$ cat src/rtl/intrapred_pkg.sv
// Shared types and constants for the intra-prediction SAD/residue datapath.
package intrapred_pkg;

  localparam int PIX_W   = 8;
  localparam int MBNUM_W = 13;
  // Wide enough for 255 * 256 pixels.
  localparam int ACC_W   = 16;

  typedef enum logic [1:0] {
    IDLE  = 2'd0,
    ACCUM = 2'd1,
    DONE  = 2'd2
  } state_t;

  // 4-wide blocks carry the larger mode set; 8/16-wide blocks carry three.
  function automatic int num_modes(input int mb_l);
    return (mb_l == 4) ? 8 : 3;
  endfunction

  // Clip an accumulated SAD to the 8-bit output range.
  function automatic logic [PIX_W-1:0] clip_sad(input logic [ACC_W-1:0] a);
    return (a > ACC_W'(255)) ? 8'hff : a[PIX_W-1:0];
  endfunction

endpackage

$ cat src/rtl/abs_diff_sat.sv
// Per-mode pixel difference: magnitude for SAD and signed residue clipped to 8 bits.
module abs_diff_sat
  import intrapred_pkg::*;
(
  input  logic [PIX_W-1:0] orig,
  input  logic [PIX_W-1:0] pred,
  output logic [PIX_W-1:0] abs_d,
  output logic [PIX_W-1:0] residue
);

  logic signed [PIX_W:0] d;
  logic        [PIX_W:0] neg_d;

  // 9-bit signed difference; |d| never exceeds 255 so it fits in 8 bits.
  always_comb begin
    d       = $signed({1'b0, orig}) - $signed({1'b0, pred});
    neg_d   = -d;
    abs_d   = d[PIX_W] ? neg_d[PIX_W-1:0] : d[PIX_W-1:0];
    residue = d[PIX_W-1:0];
    if (d > 9'sd127)
      residue = 8'h7f;
    else if (d < -9'sd128)
      residue = 8'h80;
  end

endmodule

$ cat src/rtl/intra_sad_accumulator.sv
// Streams one macroblock (raster order, one pixel per beat), accumulating a SAD
// and capturing the clipped residue block for every candidate intra mode.
module intra_sad_accumulator
  import intrapred_pkg::*;
#(
  parameter int MB_SIZE_L = 8,
  parameter int MB_SIZE_W = 8,
  parameter int NUM_MODES = num_modes(MB_SIZE_L)
) (
  input  logic                                             clk,
  input  logic                                             reset,
  input  logic                                             start,
  input  logic [MBNUM_W-1:0]                               mb_in,
  input  logic                                             pix_valid,
  input  logic [PIX_W-1:0]                                 orig_pix,
  input  logic [NUM_MODES-1:0][PIX_W-1:0]                  pred_pix,
  output logic                                             busy,
  output logic                                             done,
  output logic [NUM_MODES-1:0][PIX_W-1:0]                  sads,
  output logic [NUM_MODES-1:0][MB_SIZE_L*MB_SIZE_W-1:0][PIX_W-1:0] allresidues,
  output logic [MBNUM_W-1:0]                               mbnumber
);

  localparam int N     = MB_SIZE_L * MB_SIZE_W;
  localparam int CNT_W = $clog2(N);

  state_t                            state, state_nx;
  logic [CNT_W-1:0]                  cnt;
  logic [NUM_MODES-1:0][ACC_W-1:0]   acc;
  logic [NUM_MODES-1:0][ACC_W-1:0]   acc_nx;
  logic [NUM_MODES-1:0][PIX_W-1:0]   abs_d;
  logic [NUM_MODES-1:0][PIX_W-1:0]   resid;
  logic                              start_ok;
  logic                              beat;
  logic                              last_beat;

  assign start_ok  = (state == IDLE) && start;
  assign beat      = (state == ACCUM) && pix_valid;
  assign last_beat = beat && (cnt == CNT_W'(N - 1));

  // One difference unit per mode, plus the running sum including this beat.
  for (genvar m = 0; m < NUM_MODES; m++) begin : g_mode
    abs_diff_sat u_ads (
      .orig    (orig_pix),
      .pred    (pred_pix[m]),
      .abs_d   (abs_d[m]),
      .residue (resid[m])
    );
    assign acc_nx[m] = acc[m] + ACC_W'(abs_d[m]);
  end

  // State register.
  always_ff @(posedge clk) begin
    if (!reset) state <= IDLE;
    else        state <= state_nx;
  end

  // Next state and status outputs; done is simply the one-cycle DONE state.
  always_comb begin
    state_nx = state;
    busy     = 1'b0;
    done     = 1'b0;
    case (state)
      IDLE:  if (start) state_nx = ACCUM;
      ACCUM: begin
        busy = 1'b1;
        if (last_beat) state_nx = DONE;
      end
      DONE: begin
        busy     = 1'b1;
        done     = 1'b1;
        state_nx = IDLE;
      end
      default: state_nx = IDLE;
    endcase
  end

  // Beat counter doubles as the raster index; gaps simply hold it.
  always_ff @(posedge clk) begin
    if (!reset)        cnt <= '0;
    else if (start_ok) cnt <= '0;
    else if (beat)     cnt <= cnt + 1'b1;
  end

  // Per-mode SAD accumulators, cleared at the start of each block.
  always_ff @(posedge clk) begin
    if (!reset)        acc <= '0;
    else if (start_ok) acc <= '0;
    else if (beat)     acc <= acc_nx;
  end

  // Final SADs are published on DONE entry, folding in the last beat.
  always_ff @(posedge clk) begin
    if (!reset) sads <= '0;
    else if (last_beat) begin
      for (int m = 0; m < NUM_MODES; m++)
        sads[m] <= clip_sad(acc_nx[m]);
    end
  end

  // Residue capture at the current raster position.
  always_ff @(posedge clk) begin
    if (!reset) allresidues <= '0;
    else if (beat) begin
      for (int m = 0; m < NUM_MODES; m++)
        allresidues[m][cnt] <= resid[m];
    end
  end

  // Macroblock number only moves on an accepted start.
  always_ff @(posedge clk) begin
    if (!reset)        mbnumber <= '0;
    else if (start_ok) mbnumber <= mb_in;
  end

endmodule

$ cat config.mk
export PLATFORM = sky130hd
export DESIGN_NAME = intra_sad_accumulator
export DESIGN_NICKNAME = d
export VERILOG_FILES = /design/src/rtl/intrapred_pkg.sv /design/src/rtl/abs_diff_sat.sv /design/src/rtl/intra_sad_accumulator.sv
export SDC_FILE = /design/constraint.sdc
export NUM_CORES = 2
export LEC_CHECK = 0
export BUFFER_PORTS_ARGS = -buffer_cell sky130_fd_sc_hd__buf_2
export CORE_AREA = 2 2 640 642
export DETAILED_ROUTE_END_ITERATION = 6
export DIE_AREA = 0 0 642 644
export GPL_TIMING_DRIVEN = 0
export PLACE_DENSITY = 0.4
export SETUP_SLACK_MARGIN = 0.2
export SYNTH_ARGS = -nofsm -noshare
export SYNTH_HDL_FRONTEND = slang
export SYNTH_SLANG_ARGS = --single-unit
$ cat constraint.sdc
create_clock -name clk -period 17.3 [get_ports clk]
set_input_delay 3.46 -clock clk [delete_from_list [all_inputs] [get_ports clk]]
set_output_delay 3.46 -clock clk [all_outputs]
set_load 0.02 [all_outputs]
==> run_results.csv <==
group,metric,value,unit
grt,antenna_found_initial,105,
clocking,cts_tree,"built",
detailed_routing,drc_errors,0,
worst_setup_path,path_cells,"buf_2 -> inv_1 -> ha_1 -> inv_1 -> fa_1 -> a211oi_1 -> o211ai_1 -> a31oi_4 -> buf_12 -> clkbuf_2 -> o21ai_0 -> xnor2_1 -> ha_1 -> o211ai_1 -> o21ai_0 -> a21boi_1 -> or3_1 -> a221oi_1 -> a31oi_1",
worst_setup_path,start_kind,"primary input",
logic_synthesis,synth-seq-area-share,57.5,%
layout,multi_input_area,21700,um2
worst_setup_path,worstSetupPathType,"primary input to flop",
layout,final_common_cell,"buf_2",
worst_setup_path,reg2reg_from,"state[1]",
timing,setup_viol,0,
logic_synthesis,synth.distinct_cells,72,
detailed_routing,ant_nets,0,
timing,worst_pin_slew,1.56,ns
worst_setup_path,arrival,9.84,ns
logic_synthesis,synth_simple_gate_area_share,6.74,%
logic_synthesis,ys_seq_elements,1629,
logic_synthesis,synth_fa_ha_area_share,1.53,%
grt,overflow,0,
timing,finalWorstSetupSlack,8.14,ns
layout,stdcell_count,13900,
worst_setup_path,worstPathRequired,17.98,ns
grt,grt_pass1_vias,55800,
worst_setup_path,rrSetupSlack,12.33,ns
pwr,peakVddDrop,0.0000818,V
timing,period_needed,9.16,ns
floorplan,ios,1624,
clocking,root_buffer,"clkbuf_16",
logic_synthesis,synth_xor_area_share,1.28,%
detailed_routing,vias,61000,
logic_synthesis,synthFlopType,"dfxtp_1",
detailed_routing,initialDrtViolationCount,6713,
worst_setup_path,reg2reg_depth,10,
placement,pre_cts_slack,7.39,ns
run_status,violations,"max-capacitance violations, max-slew violations",
pwr,p_leak,33.7,nW
clocking,cts_made_buffers,203,
logic_synthesis,syn_inst,6363,
clocking,cts.sinks,1629,
hold_path,hold_end,"mbnumber[8]",
logic_synthesis,syn_nets,6476,
placement,post-dp-hpwl,387000,um
timing,fmax,109,MHz
clocking,cts_hold_buf,0,
floorplan,die_w,642,um
layout,drive_gt1_share,26.0,%
detailed_routing,vias_per_cell,4.38,
worst_setup_path,reg2reg_to,"allresidues[1243]",
worst_setup_path,cpPeakStageDelay,1.03,ns
layout,regArea,32600,um2
clocking,postCtsSetupBuffers,0,
logic_synthesis,yosysWarningCount,0,
timing,min_period_over_period,53.0,%
pwr,power_per_cell_area,125,nW/um2
worst_setup_path,path_buf_inv,5,
clocking,htreeDepth,4,
timing,fin_worst_skew,0.0865,ns
timing,slew_headroom,-4.33,%
clocking,path_clk_slew,0.06,ns
logic_synthesis,syn_avg_cell_area,8.91,um2
hold_path,hold_depth,2,
clocking,cts.path.max_buffers,4,
grt,grt_first_pass_wirelength,602000,um
floorplan,core,408000,um2
placement,port_buffers,1622,
logic_synthesis,synth-edff-count,0,
worst_setup_path,crit_fanout,11,
clocking,cts_resized,0,
layout,final_nets,8383,
worst_setup_path,worst_path_dominant_cell_family,"compound AO/OA/AOI/OAI gates",
logic_synthesis,synth_area,56700,um2
detailed_routing,routed_wl,477000,um
worst_setup_path,crit_slowest_cell,"a221oi_1",
floorplan,die_h,644,um
logic_synthesis,synthMuxAreaShare,0.0353,%
layout,final_cell_mix,"buf_2, dfxtp_1, o21ai_0",
timing,grt_setup_unrepaired,"false",
timing,setup_tns,0,ns
detailed_routing,detail_route.wl_per_cell,34.2,um
logic_synthesis,synth_compound_area_share,28.2,%
flow_run,cap_violations,1,
floorplan,start_util,13.9,%
placement,gp_congestion,0.874,
grt,gr-usage-all-layers,21.9,%
clocking,clk_latency,0.93,ns
hold_path,holdCritStartpoint,"mbnumber[8]",
detailed_routing,first_pass_iters,5,
timing,drv_slew,11,
layout,syn_to_final_growth,42.1,%
placement,dp.cells,13500,
run_status,status,"finished, violations left",
layout,fillers,45900,
grt,grt_max_degree,18,
floorplan,dieArea,413000,um2
hold_path,hold_class,"flop to flop",
logic_synthesis,synth_top_family_by_area,"compound AO/OA/AOI/OAI gates",
worst_setup_path,end_kind,"flop",
timing,hold_viol,0,
logic_synthesis,async_flop_share,0,%
floorplan,row_count,235,
through the flow:
stage          area (um2)  hold slack (ns)  power (mW)  utilization, %
6_report            80600            0.452        10.0            19.8
5_1_grt             80500            0.469        10.3            19.8
4_1_cts             80500            0.452        10.1            19.7
3_5_place_dp        73500            0.444        5.61            18.0
3_3_place_gp        71700            0.442        5.49            17.6
2_1_floorplan       56700            0.441        4.45               -
cell type report:
| type | count | share of cell area, % |
|---|---|---|
| clock buffers | 274 | 7.16 |
| plain buffers | 643 | 3.13 |
| flip-flops and latches | 1629 | 40.5 |
| well taps | 5451 | 8.46 |
| clock inverters | 95 | 1.44 |
| inverters | 55 | 0.256 |
| multi-input cells | 4036 | 26.9 |
| repair buffers | 1702 | 12.0 |
| diodes | 40 | 0.124 |
report_power, final:
group	internal [mW]	leakage (nW)	switching (mW)
sequential	3.78	13.1	0.0165
combinational	0.324	17.1	1.40
clock	2.61	3.42	1.91
synthesized netlist by cell type (all sizes together), types with 8 or more instances:
library cell / n / share of area [%]
nor2: 330 / 2.2
a31oi: 147 / 1.6
or3: 9 / 0.099
or2: 10 / 0.11
clkbuf: 587 / 3.9
nand2b: 8 / 0.088
a211oi: 179 / 2.4
xor2: 27 / 0.42
a21o: 9 / 0.12
o21a: 17 / 0.23
and3: 10 / 0.11
nand3: 154 / 1.4
ha: 58 / 1.3
inv: 55 / 0.36
xnor2: 56 / 0.86
nand2: 288 / 1.9
nor3: 28 / 0.25
o21ai: 1375 / 12
a21oi: 1213 / 11
o211ai: 8 / 0.11
buf: 56 / 0.45
dfxtp: 1629 / 58
nand4: 13 / 0.14
state kept, by name (all words and copies together) (netlist names):
| name | count |
|---|---|
| allresidues | 1536 |
| acc | 48 |
| sads | 24 |
| mbnumber | 13 |
| cnt | 6 |
| state | 2 |
worst register-to-register path: stages (launching register included):
cell and delay, ns:
dfxtp_1 0.33, inv_1 0.13, ha_1 0.39, nand2_1 0.34, nor2_1 0.41, nand3_2 0.56, buf_16 0.39, nor2_1 1.00
clkbuf_1 0.99, o21ai_0 0.25, a21oi_1 0.17
how the worst max path moves through the flow:
stage                            from  endpoint  cells after the start
after floorplan           orig_pix[0]   sads[1]                     17
after global placement    orig_pix[0]  sads[19]                     19
after detailed placement  orig_pix[0]   sads[1]                     19
after CTS                 orig_pix[0]   sads[1]                     19
after global routing      orig_pix[0]   sads[1]                     19
final                     orig_pix[0]   sads[2]                     19
cell families (layout without fill, tap and decap cells):
kind of cell             Yosys count  after routing
other                              0             40
adder cells (fa/ha/maj)           66             66
flip-flops                      1629           1629
AO/OA/AOI/OAI                   2997           2997
XOR/XNOR                          83             83
AND/OR/NAND/NOR                  888            888
multiplexers                       2              2
buffers and inverters            698           2769
layer usage:
layer	track usage (%)	wire, um
met4	6.06	14800
met2	35.8	221000
met1	28.5	202000
met5	0	0
met3	5.44	38900
No activity file was read; power rests on OpenSTA's default activity.
